==> src/rtl/mem_in_packer.sv <==
// Packs narrow input beats into wide SRAM words, issuing sequential word writes
// with lane strobes and a per-packet word-count report.
module mem_in_packer #(
    parameter int IN_W      = 8,
    parameter int PACK_N    = 4,
    parameter int ADDR_W    = 10,
    parameter int BASE_ADDR = 0
) (
    input  logic                     clk,
    input  logic                     rst_n,
    input  logic                     in_valid,
    output logic                     in_ready,
    input  logic [IN_W-1:0]          in_data,
    input  logic                     in_last,
    output logic                     mem_wr_en,
    input  logic                     mem_wr_ready,
    output logic [ADDR_W-1:0]        mem_wr_addr,
    output logic [IN_W*PACK_N-1:0]   mem_wr_data,
    output logic [PACK_N-1:0]        mem_wr_strb,
    output logic                     pkt_done,
    output logic [ADDR_W:0]          pkt_words
);

    localparam int LC_W = $clog2(PACK_N);
    localparam logic [LC_W-1:0]   LAST_LANE = LC_W'(PACK_N - 1);
    localparam logic [ADDR_W-1:0] BASE      = ADDR_W'(BASE_ADDR);

    logic [PACK_N-1:0][IN_W-1:0] acc;
    logic [PACK_N-1:0][IN_W-1:0] word_nxt;
    logic [PACK_N-1:0]           strb_nxt;
    logic [LC_W-1:0]             lane_cnt;
    logic [ADDR_W:0]             word_cnt;
    logic                        last_q;
    logic                        accept;
    logic                        complete;
    logic                        wr_acc;

    // A stalled pending write is the only reason to refuse a beat.
    assign in_ready = rst_n && !(mem_wr_en && !mem_wr_ready);
    assign accept   = in_valid && in_ready;
    assign complete = accept && ((lane_cnt == LAST_LANE) || in_last);
    assign wr_acc   = mem_wr_en && mem_wr_ready;

    // Word as it would look if the current beat closed it; lanes past the beat read as 0.
    always_comb begin
        word_nxt = '0;
        strb_nxt = '0;
        for (int k = 0; k < PACK_N; k++) begin
            if (LC_W'(k) < lane_cnt) begin
                word_nxt[k] = acc[k];
                strb_nxt[k] = 1'b1;
            end else if (LC_W'(k) == lane_cnt) begin
                word_nxt[k] = in_data;
                strb_nxt[k] = 1'b1;
            end
        end
    end

    always_ff @(posedge clk) begin
        if (!rst_n) begin
            acc         <= '0;
            lane_cnt    <= '0;
            mem_wr_en   <= 1'b0;
            mem_wr_addr <= BASE;
            mem_wr_data <= '0;
            mem_wr_strb <= '0;
            last_q      <= 1'b0;
            word_cnt    <= '0;
            pkt_done    <= 1'b0;
            pkt_words   <= '0;
        end else begin
            if (complete) begin
                mem_wr_data <= word_nxt;
                mem_wr_strb <= strb_nxt;
                last_q      <= in_last;
                mem_wr_en   <= 1'b1;
                acc         <= '0;
                lane_cnt    <= '0;
            end else begin
                if (accept) begin
                    acc[lane_cnt] <= in_data;
                    lane_cnt      <= lane_cnt + 1'b1;
                end
                if (wr_acc)
                    mem_wr_en <= 1'b0;
            end

            // Address wraps silently and persists across packets.
            pkt_done <= wr_acc && last_q;
            if (wr_acc) begin
                mem_wr_addr <= mem_wr_addr + 1'b1;
                if (last_q) begin
                    pkt_words <= word_cnt + 1'b1;
                    word_cnt  <= '0;
                end else begin
                    word_cnt  <= word_cnt + 1'b1;
                end
            end
        end
    end

endmodule

==> config.mk <==
export PLATFORM = sky130hd
export DESIGN_NAME = mem_in_packer
export DESIGN_NICKNAME = d
export VERILOG_FILES = /design/src/rtl/mem_in_packer.sv
export SDC_FILE = /design/constraint.sdc
export NUM_CORES = 1
export LEC_CHECK = 0
export CORE_UTILIZATION = 31
export DETAILED_ROUTE_END_ITERATION = 12
export HOLD_SLACK_MARGIN = 0.08
export PLACE_DENSITY = 0.58
export SETUP_SLACK_MARGIN = 0.1
export SYNTH_ARGS = -nofsm -noshare
export SYNTH_HDL_FRONTEND = slang
export SYNTH_SLANG_ARGS = --single-unit
==> constraint.sdc <==
create_clock -name clk -period 3.64 [get_ports clk]
set_clock_uncertainty 0.15 [all_clocks]
set_input_delay 0.728 -clock clk [delete_from_list [all_inputs] [get_ports clk]]
set_output_delay 0.728 -clock clk [all_outputs]
set_load 0.01 [all_outputs]
==> summary by stage <==
Hold path
The worst hold path terminates at mem_wr_strb[3]. The start point of the worst min-delay path is mem_wr_strb[3]. Counting instances, the worst hold path has a depth of 1. The min-delay analysis places its worst path in the category reg2reg.

Logic synthesis
The top cell type by area accounts for 45.9% of the synthesized area. The share of synthesized cell area in full adder, half adder and majority cells is 2.07%. The synthesized instance count is 446. After synthesis, the most frequently instantiated cells are dfxtp_1, nand2_1, mux2i_1. A synthesized cell averages 9.49 um2. The largest total area in the synthesized netlist belongs to dfxtp_1. The fraction of the yosys area taken by sequential cells is 45.9%. The compound-gate portion of the synthesized area is 17.4%. In the post-synthesis netlist, the cell with the most instances is dfxtp_1. The Yosys step of the flow raised 0 warnings. Of the total synthesized cell area, the portion taken by XOR and XNOR cells is under 10%. Sorting the synthesized cells by area gives the leading types as dfxtp_1, mux2i_1, o211a_1, nand2_1, o211ai_1. The multiplexer area fraction after synthesis is 8.28%. The flip-flop cell with the highest count after synthesis is dfxtp_1. The largest family of logic cells by synthesized area is simple AND/OR/NAND/NOR gates. The register bit count reported by yosys is 97. The cell area that synthesis handed to floorplanning was 4230 um2. Synthesis produced a netlist with a net count of 466. The unique cell type count in the Yosys netlist is 46. The number of enable-type register cells in the synthesized netlist is 0. In the synthesized netlist the async set-or-reset flop fraction comes to 0%. Summing the areas of all and, or, nand and nor instances in the mapped netlist gives 18.3% of the synthesized area.

Worst setup path
The most repeated library cell on the critical path is clkdlybuf4s50_1. The startpoint class of the critical path is an input port. The signal on the critical path passes through clkdlybuf4s50_1 > nor2b_1 > nor2_1 > clkdlybuf4s50_1. For the worst flop-to-flop path, the logic depth is 7.

STA puts the critical path data required time at 2760 ps. The critical path contains buffers and inverters numbering 2 combined. The most critical setup path has its startpoint at mem_wr_ready. On the critical path the largest part of the delay comes from buffers and inverters.

The worst reg-to-reg setup slack is 1240 ps. The critical path class is in2out. STA classifies the critical path endpoint as a primary output. Along the worst path, the maximum fanout reaches 6. The worst register-to-register path begins at lane_cnt[1]. At the worst endpoint, the arrival time is 2100 ps.

On the worst path, the slowest cell contributes a delay of 580 ps. In this run the critical register-to-register path is captured at mem_wr_data[23]. The master of the slowest instance on the critical path is clkdlybuf4s50_1.

Clocking
Clock-pin slew was measured on the worst setup and hold paths at 60 ps. The latest clock arrival within the worst-skew pair is 350 ps. No sink is reached through more buffers than the 2 on the longest clock path. The CTS tree is built.

Post-CTS repair changed the size of 0 cells. The clock tree root driver cell is clkbuf_16. The maximum level of the CTS H-tree is 3.

In this run, CTS created clock tree buffers numbering 9. Buffers added to address setup during post-CTS repair amount to 0. The clock drives 97 sinks.

After clock tree synthesis, the flow added hold-fix buffers numbering 0.

Finish
The repair_antennas step left the layout with diodes totalling 0. Compared with the post-synthesis result, the final layout area differs by 26.7%. Cells with a size suffix above 1 make up 6.69% of the layout. The cell area after layout is 5360 um2. Once layout is complete, the utilization of the core stands at 40.3%. The number of nets in the layout is around 520. The number of inserted filler cells in the final layout is 1309.

Global route
The total overflow left after global routing is 0. The first-pass GRT wire length is 15900 um. The total routing resource utilization after global routing is 14.4%. Entering global routing, the biggest net connects 57 pins.

The initial antenna violation count is 0. The number of global-route vias before repair is 3229.

Die
The die is between 100 and 150 um tall. The floorplan step defined a die boundary enclosing 14100 um2. The top-level port count is 73. The number of cell rows is 42. The standard cell core area is 13300 um2.

For this configuration, the core starts out at a cell density of roughly a third. The die extent in x is 119 um.

Detailed routing
The post-detailed-routing wire length is 9840 um. The number of vias per cell after detailed routing is 4.99. The number of DRC markers after the initial detailed-route iteration is roughly 180.

After detailed routing, the average wire length per cell comes to about 14 um. The number of detailed-route iterations in the first pass is 4. Summing over every cut layer, the via total after detailed routing is 3410. The residual DRC count is 0. The number of routed nets with antenna violations is 0.

Flow run
Max-cap violations in this run came to 0.

STA
The transition time of the tightest slew-check pin is 776 ps. The number of hold-slack violations in the final timing report is 0. The part of the cycle the worst path needs is 81.7%. The highest clock frequency the design can meet is approximately 340 MHz. Setup repair after global routing left no endpoint under its margin. The summed negative setup slack over all endpoints is 0 ps. The headroom to the max-slew limit is 48.1%. The setup slack of the critical path after layout is 665 ps. The max-slew violation count is 0.

Subtracting the final worst setup slack from the clock period gives 2980 ps. Setup violations remaining at the end of the flow were counted as 0.

Power and ir drop
VDD sags by at most 0.000282 V. The power density over cell area is 429 nW/um2. For this design the static power due to leakage is between 2 and 2.5 nW.

Placement
Timing analysis after detailed placement gives a worst setup slack of 632 ps. Once placement finished, the instance area stood at 5040 um2. The count of buffers inserted at the top-level ports is 72.

The HPWL after detailed placement is 6740 um. The last weighted congestion value of the routability-driven placer is 0.754.

Outcome
The run finished with clean final reports.
==> cells by family (layout without fill, tap and decap cells) <==
family,count (synthesis),count (layout)
AOI/OAI and AO/OA,96,96
xor gates and xnor gates,16,16
adders and majority gates,7,7
buffers and inverters,39,101
DFF,97,97
muxes,35,35
and+or+nand+nor,156,156
==> sequential cells by signal, indices dropped and copies added, names as in the netlist <==
signal / count
last_q: 1
mem_wr_data: 32
lane_cnt: 2
acc: 24
mem_wr_strb: 4
mem_wr_en: 1
mem_wr_addr: 10
pkt_words: 11
pkt_done: 1
word_cnt: 11
==> area by class of cell <==
| type | count | area (um2) | share of cell area [%] |
|---|---|---|---|
| multi-input combinational | 310 | 2090 | 38.9 |
| sequential | 97 | 1940 | 36.2 |
| timing repair buffer | 80 | 776 | 14.5 |
| clock buffer | 11 | 243 | 4.53 |
| tap | 176 | 220 | 4.11 |
| clock inverter | 5 | 78.8 | 1.47 |
| inverter | 5 | 18.8 | 0.350 |
==> through the flow <==
step / power [mW] / hold slack, ps / cells
6_report: 2.30 / 306 / 684
3_3_place_gp: 1.30 / 286 / 668
3_5_place_dp: 1.31 / 292 / 668
2_1_floorplan: 1.23 / 313 / 446
4_1_cts: 2.33 / 315 / 684
5_1_grt: 2.39 / 333 / 684
==> worst max path at each step <==
| stage | endpoint | depth (start not counted) |
|---|---|---|
| 3_5_place_dp | in_ready | 4 |
| 4_1_cts | in_ready | 4 |
| 5_1_grt | in_ready | 4 |
| 3_3_place_gp | in_ready | 4 |
| 2_1_floorplan | in_ready | 4 |
| 6_report | in_ready | 4 |
==> per-layer routing <==
| metal | up-vias | wire length [um] | track usage [%] | part of all wire [%] |
|---|---|---|---|---|
| met3 | 14 | 598 | 5.22 | 6.1 |
| met4 | 0 | 174 | 5.62 | 1.8 |
| met5 | - | 0 | 0 | 0 |
| met2 | 79 | 4460 | 22.3 | 45 |
| met1 | 1628 | 4610 | 18.1 | 47 |
| li1 | 1689 | - | - | - |
==> layout by cell type (no fill, tap or decap), drive strengths merged, types with 4 or more instances in the layout <==
master | synthesis | final
xnor2 | 8 | 8
a21boi | 5 | 5
nand2 | 54 | 54
nor3 | 8 | 8
buf | 17 | 9
mux2i | 35 | 35
nor4 | 4 | 4
inv | 5 | 5
nor2 | 34 | 34
clkbuf | 17 | 11
nand3 | 22 | 22
ha | 7 | 7
nor2b | 7 | 7
and2 | 11 | 11
o211a | 27 | 27
clkdlybuf4s50 | 0 | 71
dfxtp | 97 | 97
o211ai | 18 | 18
xor2 | 8 | 8
o21ai | 14 | 14
a21oi | 14 | 14
and3 | 4 | 4
a22o | 8 | 8
==> power by group <==
group          total (mW)  internal, mW  switching [mW]  leakage (nW)
Clock                1.02         0.620           0.403         0.159
Sequential           1.10          1.08          0.0174         0.785
Combinational       0.178        0.0827          0.0954          1.40
Note: power is estimated with default switching activity, not from simulation.
==> edit, RTL diff (same flow settings) <==
`ADDR_W`: 10 -> 11.
--- a/src/rtl/mem_in_packer.sv
+++ b/src/rtl/mem_in_packer.sv
@@ -5,3 +5,3 @@
     parameter int PACK_N    = 4,
-    parameter int ADDR_W    = 10,
+    parameter int ADDR_W    = 11,
     parameter int BASE_ADDR = 0
Interface: changed (resized mem_wr_addr and pkt_words); port bits go from 73 to 75. The function was not compared with the original's and may differ.
==> edit against the unedited design <==
  * Worst hold slack gained 9.8 ps
  * Sequential cell count grew 3
  * Via count grew 4.4%
  * Sequential share of layout area shrank 0.16 points
  * Area after synthesis grew 3.8%
  * Setup slack lost 25 ps
  * Cell count grew 5.3%
  * Combinational power grew 12%
  * Routed wire length grew 7.2%
  * Total power grew 0.96%
  * Final area grew 3.5%
  * Largest cell class unchanged
  * Highest routed layer unchanged
==> edit: results (changes against the unedited design) <==
[finish]
inverters = 4  ; was 5
signal_buffers = 82  ; was 80
multi_input_area_share = 0.397  ; was 0.389
multiInputGateArea_um2 = 2210  ; was 2090 µm²
layout-drive-gt1-share = 0.104  ; was 0.0669
buffer_area_frac = 0.144  ; was 0.145
fillCellCount = 1370  ; was 1309
sh_seq_area = 0.360  ; was 0.362
largestRegisters = mem_wr_data x32, acc x24  ; unchanged
final-clk-cell-share = 0.0547  ; was 0.0599
fin_nets = 555  ; was 523
multi_input_cells = 338  ; was 310
antennaDiodeCount = 0  ; unchanged
clock_buffers = 12  ; was 11

[synth]
seq_area_frac_synth = 0.456  ; was 0.459
syn-num-nets = 493  ; was 466
yosys_warnings = 0  ; unchanged
yosys-top-cells-count = 100 x dfxtp_1, 94 x nor2_1, 39 x mux2i_1  ; was 97 x dfxtp_1, 54 x nand2_1, 35 x mux2i_1
synth.area.top_cells = dfxtp_1 46%, mux2i_1 8.9%, nor2_1 8.0%  ; was dfxtp_1 46%, mux2i_1 8.3%, o211a_1 6.4%
ys_types = 43  ; was 46

[global_routing]
grt_pass1_wl_mm = 16.9  ; was 15.9 mm
grt_max_degree = 51  ; was 57
grt_usage = 0.149  ; was 0.144
grt_pass1_vias = 3358  ; was 3229

[critical_path]
critPathMaxStageDelay_ps = 560  ; was 580 ps
cp_top_family = buffers and inverters  ; unchanged
arrival_ps = 2120  ; was 2100 ps
reg2reg_depth = 6  ; was 7
rrSetupSlack_ps = 1300  ; was 1240 ps
path_max_fanout = 2  ; was 6
worstReg2RegEnd = acc[8]$_SDFFE_PP0P_  ; was mem_wr_data[23]$_SDFFE_PN0P_

[clocking]
htree_levels = 3  ; unchanged
cts.sinks = 100  ; was 97
cts_setup_buffers = 0  ; unchanged
clk_path_buf_depth = 2  ; unchanged
root_buffer = clkbuf_16  ; unchanged
clkSlewWorstSetupHoldPaths_ps = 60  ; about the same

[min_path]
hold_class = reg -> reg  ; unchanged
hp-start = mem_wr_strb[3]$_SDFFE_PN0P_  ; unchanged
min_path_cells = 1  ; unchanged
min_to = mem_wr_strb[3]$_SDFFE_PN0P_  ; unchanged

[placement]
place_area_um2 = 5250  ; was 5040 µm²
post-dp-hpwl_mm = 7.15  ; was 6.74 mm
place.gp.congestion = 0.774  ; was 0.754
place.port_buffers = 74  ; was 72

[status]
run_status = completed  ; unchanged

[drt]
wl_per_cell_um = 14.6  ; was 14.4 µm
drt_iter0_markers = 165  ; was 181
drt_pass1_iterations = 4  ; unchanged
vias = 3560  ; was 3410

[pwr]
irDropWorstVdd_mv = 0.201  ; was 0.282 mV
power.static_leakage_nw = 2.12  ; was 2.34 nW

[timing]
worst_slew_pin_slew_ps = 781  ; was 776 ps
holdWs_ps = 315  ; was 306 ps

-- edit: cell types whose count changed in the layout (fill, tap and decap cells not counted), moves of 18 or more --
cell and change:
nor2_1 +60, o211ai_1 -18, o211a_1 -27, a211oi_2 +23
nand2_1 -26, a21oi_1 +21
-- edit: power by group --
group          internal (mW)  total [mW]  switching (mW)
combinational         0.0870       0.199           0.112
sequential              1.12        1.13          0.0174
clock                  0.569       0.992           0.423
-- edit: through the flow --
step | instances | power (mW) | setup WS, ps
CTS | 720 | 2.35 | 637
floorplan | 473 | 1.28 | 1230
global route | 720 | 2.41 | 562
detailed placement | 704 | 1.36 | 657
global placement | 704 | 1.36 | 607
finish | 720 | 2.33 | 639
-- edit: layer usage --
layer / GRT usage / vias to the layer above / part of all wire
met1: 0.197 / 1683 / 0.47
met2: 0.234 / 99 / 0.45
li1: - / 1765 / -
met4: 0.0617 / 0 / 0.019
met3: 0.0315 / 13 / 0.060
met5: 0 / - / 0
-- edit: worst max-delay path by stage --
stage                     start  endpoint  slack (ps)  cells past startpoint
after floorplan           rst_n  in_ready        1230                      4
after global placement    rst_n  in_ready         610                      4
after detailed placement  rst_n  in_ready         660                      4
after CTS                 rst_n  in_ready         640                      4
after global routing      rst_n  in_ready         560                      4
final                     rst_n  in_ready         640                      4
-- edit: logic make-up (layout without fill, tap and decap cells) --
| kind of cell | after synthesis | in the layout | share of synthesized area |
|---|---|---|---|
| muxes | 39 | 39 | 0.0888 |
| adders and majority gates | 7 | 7 | 0.0199 |
| and+or+nand+nor | 180 | 180 | 0.196 |
| buffers and inverters | 35 | 102 | 0.0421 |
| AOI/OAI and AO/OA | 93 | 93 | 0.159 |
| DFF | 100 | 100 | 0.456 |
| xor gates and xnor gates | 19 | 19 | 0.0379 |
